==> src/rtl/multi_nbit_serial.sv <==
// Bit-serial N x N multiplier: operands arrive LSB-first, a shift-add core forms the
// 2N-bit product (unsigned or two's-complement), and the product leaves LSB-first.
module multi_nbit_serial #(
    parameter int N      = 4,
    parameter bit SIGNED = 1'b0
) (
    input  logic       CLK,
    input  logic       RST,
    input  logic       START,
    input  logic       A,
    input  logic       B,
    output logic       BUSY,
    output logic       O,
    output logic       O_VALID,
    output logic       DONE,
    output logic [1:0] o_dbg_state
);

    localparam int PW = 2 * N;
    localparam int CW = $clog2(PW) + 1;

    localparam logic [CW-1:0] C_ZERO     = '0;
    localparam logic [CW-1:0] C_ONE      = CW'(1);
    localparam logic [CW-1:0] C_LAST_OP  = CW'(N - 1);
    localparam logic [CW-1:0] C_LAST_BIT = CW'(PW - 1);
    localparam logic [CW-1:0] C_OUT_END  = CW'(PW);

    typedef enum logic [1:0] {
        S_IDLE = 2'd0,
        S_LOAD = 2'd1,
        S_MUL  = 2'd2,
        S_OUT  = 2'd3
    } state_t;

    state_t        r_state;
    state_t        w_next_state;

    logic [N-1:0]  r_a;
    logic [N-1:0]  r_b;
    logic [PW-1:0] r_p;
    logic [CW-1:0] r_cnt;
    logic          r_busy;
    logic          r_o;
    logic          r_valid;
    logic          r_done;

    logic          w_last_op;
    logic          w_neg_step;
    logic [PW-1:0] w_a_ext;
    logic [PW-1:0] w_addend;
    logic [PW-1:0] w_acc_next;

    assign w_last_op = (r_cnt == C_LAST_OP);
    assign w_a_ext   = SIGNED ? {{N{r_a[N-1]}}, r_a} : {{N{1'b0}}, r_a};
    assign w_addend  = w_a_ext << r_cnt;

    // In signed mode B's top bit carries weight -2^(N-1), so that partial product is subtracted.
    assign w_neg_step = SIGNED && w_last_op;

    always_comb begin
        w_acc_next = r_p;
        if (r_b[0]) begin
            w_acc_next = w_neg_step ? (r_p - w_addend) : (r_p + w_addend);
        end
    end

    always_ff @(posedge CLK) begin
        if (RST) begin
            r_state <= S_IDLE;
        end else begin
            r_state <= w_next_state;
        end
    end

    always_comb begin
        w_next_state = r_state;
        case (r_state)
            S_IDLE: if (START)                w_next_state = S_LOAD;
            S_LOAD: if (w_last_op)            w_next_state = S_MUL;
            S_MUL:  if (w_last_op)            w_next_state = S_OUT;
            S_OUT:  if (r_cnt == C_OUT_END)   w_next_state = S_IDLE;
            default:                          w_next_state = S_IDLE;
        endcase
    end

    always_ff @(posedge CLK) begin
        if (RST) begin
            r_a     <= '0;
            r_b     <= '0;
            r_p     <= '0;
            r_cnt   <= '0;
            r_busy  <= 1'b0;
            r_o     <= 1'b0;
            r_valid <= 1'b0;
            r_done  <= 1'b0;
        end else begin
            case (r_state)
                S_IDLE: begin
                    if (START) begin
                        r_a    <= {A, r_a[N-1:1]};
                        r_b    <= {B, r_b[N-1:1]};
                        r_p    <= '0;
                        r_cnt  <= C_ONE;
                        r_busy <= 1'b1;
                    end
                end
                S_LOAD: begin
                    r_a   <= {A, r_a[N-1:1]};
                    r_b   <= {B, r_b[N-1:1]};
                    r_cnt <= w_last_op ? C_ZERO : (r_cnt + C_ONE);
                end
                S_MUL: begin
                    // r_b is consumed from its LSB; r_cnt is the weight of the current B bit.
                    r_p <= w_acc_next;
                    r_b <= r_b >> 1;
                    if (w_last_op) begin
                        r_o     <= w_acc_next[0];
                        r_valid <= 1'b1;
                        r_cnt   <= C_ONE;
                    end else begin
                        r_cnt <= r_cnt + C_ONE;
                    end
                end
                S_OUT: begin
                    // r_cnt counts product bits already presented; one extra cycle retires the op.
                    if (r_cnt == C_OUT_END) begin
                        r_o     <= 1'b0;
                        r_valid <= 1'b0;
                        r_done  <= 1'b0;
                        r_busy  <= 1'b0;
                        r_cnt   <= C_ZERO;
                    end else begin
                        r_p    <= r_p >> 1;
                        r_o    <= r_p[1];
                        r_done <= (r_cnt == C_LAST_BIT);
                        r_cnt  <= r_cnt + C_ONE;
                    end
                end
                default: begin
                    r_busy <= 1'b0;
                end
            endcase
        end
    end

    assign BUSY        = r_busy;
    assign O           = r_o;
    assign O_VALID     = r_valid;
    assign DONE        = r_done;
    assign o_dbg_state = r_state;

endmodule

==> config.mk <==
export PLATFORM = sky130hd
export DESIGN_NAME = multi_nbit_serial
export DESIGN_NICKNAME = d
export VERILOG_FILES = /design/src/rtl/multi_nbit_serial.sv
export SDC_FILE = /design/constraint.sdc
export NUM_CORES = 1
export LEC_CHECK = 0
export ABC_AREA = 0
export BUFFER_PORTS_ARGS = -buffer_cell sky130_fd_sc_hd__clkbuf_2
export CORE_ASPECT_RATIO = 1.5
export CORE_MARGIN = 2
export CORE_UTILIZATION = 45
export CTS_CLUSTER_DIAMETER = 60
export DETAILED_ROUTE_END_ITERATION = 8
export GPL_ROUTABILITY_DRIVEN = 0
export GPL_TIMING_DRIVEN = 0
export SLEW_MARGIN = 10
export SYNTH_ARGS = -nofsm -noshare
export SYNTH_HDL_FRONTEND = slang
export SYNTH_SLANG_ARGS = --single-unit
==> constraint.sdc <==
create_clock -name CLK -period 2.4 [get_ports CLK]
set_input_delay 0.36 -clock CLK [delete_from_list [all_inputs] [get_ports CLK]]
set_output_delay 0.36 -clock CLK [all_outputs]
set_load 0.01 [all_outputs]
Yosys cells after proc, flatten, opt, wreduce, memory -nomap -nowiden
Index checks and enable logic that the tools add are counted.
- register bits: 26
- output and inout port bits: 6
- logic and storage cells: 66
- add/sub/neg operators: 2
- equal/unequal tests: 12
- shift-type cells: 1
- mux-type cells: 27
- reductions and logical operators: 14
- operators by type and width (operator ; number):
    2-to-1 mux 4 bit ; 6
    2-to-1 mux 8 bit ; 3
    one-hot mux 8 bit (3 select lines) ; 1
    one-hot mux 4 bit (4 select lines) ; 1
    != test 2 bit, second input constant ; 6
    one-hot mux 4 bit (3 select lines) ; 1
    AND reduction 3 bit ; 3
    adder 8 bit ; 1
    2-to-1 mux 2 bit ; 4
    one-hot mux 2 bit (4 select lines) ; 1
    one-hot mux 4 bit (2 select lines) ; 1
    AND reduction 4 bit ; 2
    left shift 4 x 4 -> 8 bit ; 1
    2-to-1 mux 1 bit ; 6
    one-hot mux 1 bit (2 select lines) ; 3
    AND reduction 2 bit ; 3
    nonzero test 2 bit ; 3
    nonzero test 3 bit ; 2
    adder 4 x 1 -> 4 bit, second input constant ; 1
    equality test 2 bit, second input constant ; 2
    equality test 4 x 2 -> 1 bit, second input constant ; 1
    equality test 4 x 3 -> 1 bit, second input constant ; 1
    equality test 4 bit, second input constant ; 1
    equality test 2 x 1 -> 1 bit, second input constant ; 1
    logical NOT 2 bit ; 1

Depth between registers and ports, before layout
- word-level depth: 5
- gate-level depth with buffers: 12

Least setup slack after synthesis
OpenSTA, ideal clock, no wires.
- kind: reg-to-reg
- start: reg r_cnt[1]
- end: reg r_p[7]
- setup time: 0.082 ns
- data arrival time: 2.551 ns
- required time: 2.318 ns
- setup slack: -0.234 ns
- stages on the path, launching flop included: 13
- period minus slack after synthesis: 2.634 ns
- path through: dfxtp_1 clkbuf_1 mux2i_1 nor2_1 a31oi_1 mux2_2 nor2_1 ha_1 nand2_1 a211oi_1 nor3b_1 or4b_1 o221ai_1
- cells in the longest elaborated chain, start to end: 4
- elaborated cells between the ends (all ways): 7
- ends and longest elaborated chain (what ; RTL line ; text):
    from (decl) ; 41 ; logic [CW-1:0] r_cnt;
    from (signal assigned) ; 110 ; r_cnt <= w_last_op ? C_ZERO : (r_cnt + C_ONE);
    from (signal assigned) ; 121 ; r_cnt <= r_cnt + C_ONE;
    from (signal assigned) ; 136 ; r_cnt <= r_cnt + C_ONE;
    left shift 4 x 4 -> 8 bit ; 55 ; assign w_addend = w_a_ext << r_cnt;
    adder 8 bit ; 63 ; w_acc_next = w_neg_step ? (r_p - w_addend) : (r_p + w_addend);
    2-to-1 mux 8 bit ; 62 ; if (r_b[0]) begin
    one-hot mux 8 bit (3 select lines) ; 97 ; case (r_state)
    to (signal assigned) ; 114 ; r_p <= w_acc_next;
    to (signal assigned) ; 133 ; r_p <= r_p >> 1;
    to (decl) ; 40 ; logic [PW-1:0] r_p;
Parallel ways exist; a longest one is shown, timed or not. The select of a mux whose other input is x is not followed.
A chain may end at the register's enable or synchronous reset.

Worst setup path in the final report
- start: reg r_cnt[1]
- end: reg r_p[5]
Same word-level chain as after synthesis.

==> impl_metrics.py <==
metrics = {
    "outcome": {
        "status": "finished, violations left",
        "violations": "setup timing",
    },
    "synthesis": {
        "synth_seq_cells": 26,
        "synthesis.nets": 231,
        "yosys.area_share.simple_pct": 20.17,
        "netlist_area_sq_um": 1774,
        "syn-instance-count": 212,
        "ys_types": 51,
        "synth-main-ff-cell": "dfxtp_1",
        "synth_edf_count": 0,
        "yosysWarnings": 0,
        "synth_mux_area_share_pct": 12.06,
        "synth-xor-area-share_pct": 1.481,
        "synthTopCellsByArea": "dfxtp_1 (29%), mux2i_1 (10%), ha_1 (9.2%)",
        "synth_top_area_share_pct": 29.34,
        "synth_commonest_cells": "nor2_1 (29), dfxtp_1 (26), mux2i_1 (18)",
        "synth_top_family_by_area": "compound AO/OA/AOI/OAI gates",
        "synth_top_area_cell": "dfxtp_1",
        "synth-adder-area-share_pct": 10.30,
        "synth_compound_area_share_pct": 21.86,
        "synth.most_common_cell": "nor2_1",
        "async_flop_share_pct": 0,
        "syn_avg_cell_area_sq_um": 8.369,
        "yosysSeqAreaShare_pct": 29.34,
    },
    "die": {
        "die_y_um": 80.90,
        "ioPinCount": 11,
        "row_count": 28,
        "start_util_pct": 46.04,
        "core-area_sq_um": 3854,
        "die_x_um": 55.27,
        "die-area_sq_um": 4471,
    },
    "route": {
        "wirelength_um": 4453,
        "vias_per_cell": 5.788,
        "drc": 0,
        "wl_per_cell_um": 16.02,
        "ant_nets": 0,
        "drtIter0Drc": 64,
        "num_vias": 1609,
        "dr.pass1.iters": 4,
    },
    "cts": {
        "root_buffer": "clkbuf_8",
        "cts_num_sinks": 26,
        "cts.clk_slew.worst_paths_ns": 0.09,
        "ctsHoldBuffers": 0,
        "clockBufferDepth": 2,
        "htreeDepth": 1,
        "cts_buffers": 3,
        "clk-insertion-delay-late_ns": 0.28,
        "cts_tree": "done",
    },
    "job": {
        "cap_violations": 0,
    },
    "power_and_ir_drop": {
        "peakVddDrop_mv": 0.7684,
        "p_leak_uw": 0.0008645,
        "cellPowerDensity_nw_per_um2": 865.3,
    },
    "worst_setup_path": {
        "worstPathArrival_ns": 2.61,
        "critical_path_class": "reg2reg",
        "worst-path-buf-inv": 2,
        "cp_top_family": "compound AO/OA/AOI/OAI gates",
        "end_kind": "flop",
        "worstPathRequired_ns": 2.53,
        "cp_cell_sequence": "clkbuf_8 -> mux2i_2 -> nor2_1 -> a311oi_1 -> a211oi_1 -> ha_1 -> a21oi_2 -> inv_1 -> or3_1 -> a32oi_2 -> a211oi_2",
        "slowest_stage": "ha_1",
        "max_stage_delay_ns": 0.36,
        "timing.critical_path.from_type": "flop",
        "cp_max_fo": 5,
    },
    "timing": {
        "fin_crit_sh_pct": 103.3,
        "clock.fmax_mhz": 403.2,
        "fin_ws_ns": -0.08012,
        "rsz0062_at_grt": "yes",
        "worstMarginPinSlew_ns": 0.6198,
        "finalSetupTns_ns": -0.2154,
        "period_needed_ns": 2.480,
        "relSlewSlack_pct": 58.68,
        "maxSlewViolCount": 0,
        "fin_skew_ns": 0.01306,
        "hold_violations": 0,
        "setup_viol": 3,
    },
    "global_routing": {
        "grt.overflow.total": 0,
        "grt_pass1_wl_um": 7079,
        "grt_util_met3_pct": 1.911,
        "antenna_found_initial": 0,
        "grt_max_degree": 15,
        "grt_pass1_vias": 1533,
        "top_usage_layer": "met2",
        "track_usage_pct": 20.13,
        "use_met1_pct": 21.32,
        "use_met2_pct": 39.76,
    },
    "finish": {
        "fin_util_pct": 55.62,
        "fin_nets": 253,
        "drive_gt1_share_pct": 24.89,
        "n_antenna_cell": 0,
        "area_growth_pct": 20.80,
        "postLayoutCellArea_sq_um": 2143,
    },
    "worst_hold_path": {
        "hold_path_class": "in2reg",
    },
    "place": {
        "place_hpwl_um": 3275,
        "place_area_sq_um": 1896,
        "port-buffer-count": 10,
    },
}
==> routing by layer <==
layer  vias up  wire length, um
met2        24             2443
met5         -                0
met3         9               92
met4         0              105
met1       768             1812
li1        808                -
==> kinds of logic after synthesis <==
kind of cell             Yosys count
AND/OR/NAND/NOR                   72
AO/OA/AOI/OAI                     56
flip-flops                        26
buffers and inverters             21
multiplexers                      20
adder cells (fa/ha/maj)           14
XOR/XNOR                           3
==> tightest hold or removal path, delay by kind of cell <==
family / cells / cell delay, ns
buffers and inverters: 1 / 0.07
and+or+nand+nor: 1 / 0.07
muxes: 1 / 0.05
==> report_power, final <==
part	switching [uW]	leakage, uW	internal, uW
clock	149	0.0000288	147
combinational	532	0.000623	414
sequential	93.8	0.000212	519
==> final cells by class <==
type | instances | area [sq um]
fill | 373 | 1710
multi-input combinational | 165 | 1301
sequential | 26 | 521.8
timing repair buffer | 17 | 102.6
buffer | 9 | 58.81
tap | 45 | 56.30
clock buffer | 4 | 55.05
inverter | 12 | 47.55
==> through the flow <==
stage                     instances  total power, uW  hold slack, ns  setup WS, ns
after floorplan                 212             1258          0.4328    -0.0005709
after global placement          267             1442          0.4566       -0.2761
after detailed placement        267             1445          0.4629       -0.2956
after CTS                       276             1754          0.3180       -0.1877
after global routing            278             1985          0.3201       -0.2082
final                           278             1855          0.3145      -0.08012
==> cell usage in the layout, fill, tap and decap left out, types with 4 or more instances in the layout <==
| cell type | instances |
|---|---|
| a22oi_1 | 4 |
| o21ai_0 | 5 |
| nor3b_1 | 5 |
| nand2_1 | 12 |
| mux2i_1 | 17 |
| nor2_1 | 28 |
| buf_4 | 8 |
| inv_1 | 10 |
| clkbuf_2 | 11 |
| dfxtp_1 | 25 |
| a21oi_1 | 13 |
| clkbuf_8 | 5 |
| ha_1 | 8 |
==> sequential cells by signal, summed over array words and instances, names as in the netlist <==
register and count:
BUSY 1, r_cnt 4, O_VALID 1, o_dbg_state 2
r_b 4, DONE 1, r_p 8, r_a 4
O 1
==> path summary, 6_finish.rpt <==
path | startpoint | to | slack (ns) | depth (start not counted)
setup reg to reg | r_cnt[1] | r_p[5] | -0.08 | 11
setup / recovery | r_cnt[1] | r_p[5] | -0.08 | 11
hold / removal | A | r_a[3] | 0.31 | 3
hold reg to reg | DONE | DONE | 0.48 | 2
==> what timing repair did <==
| item | 4_1_cts | 5_1_grt |
|---|---|---|
| resized for setup | 10 | 26 |
| endpoints found under the hold margin | 0 | 0 |
| pin swaps | 8 | 16 |
| setup buffers | 5 | 2 |
| setup endpoints to repair | 5 | 7 |
No activity file was read; power rests on OpenSTA's default activity.
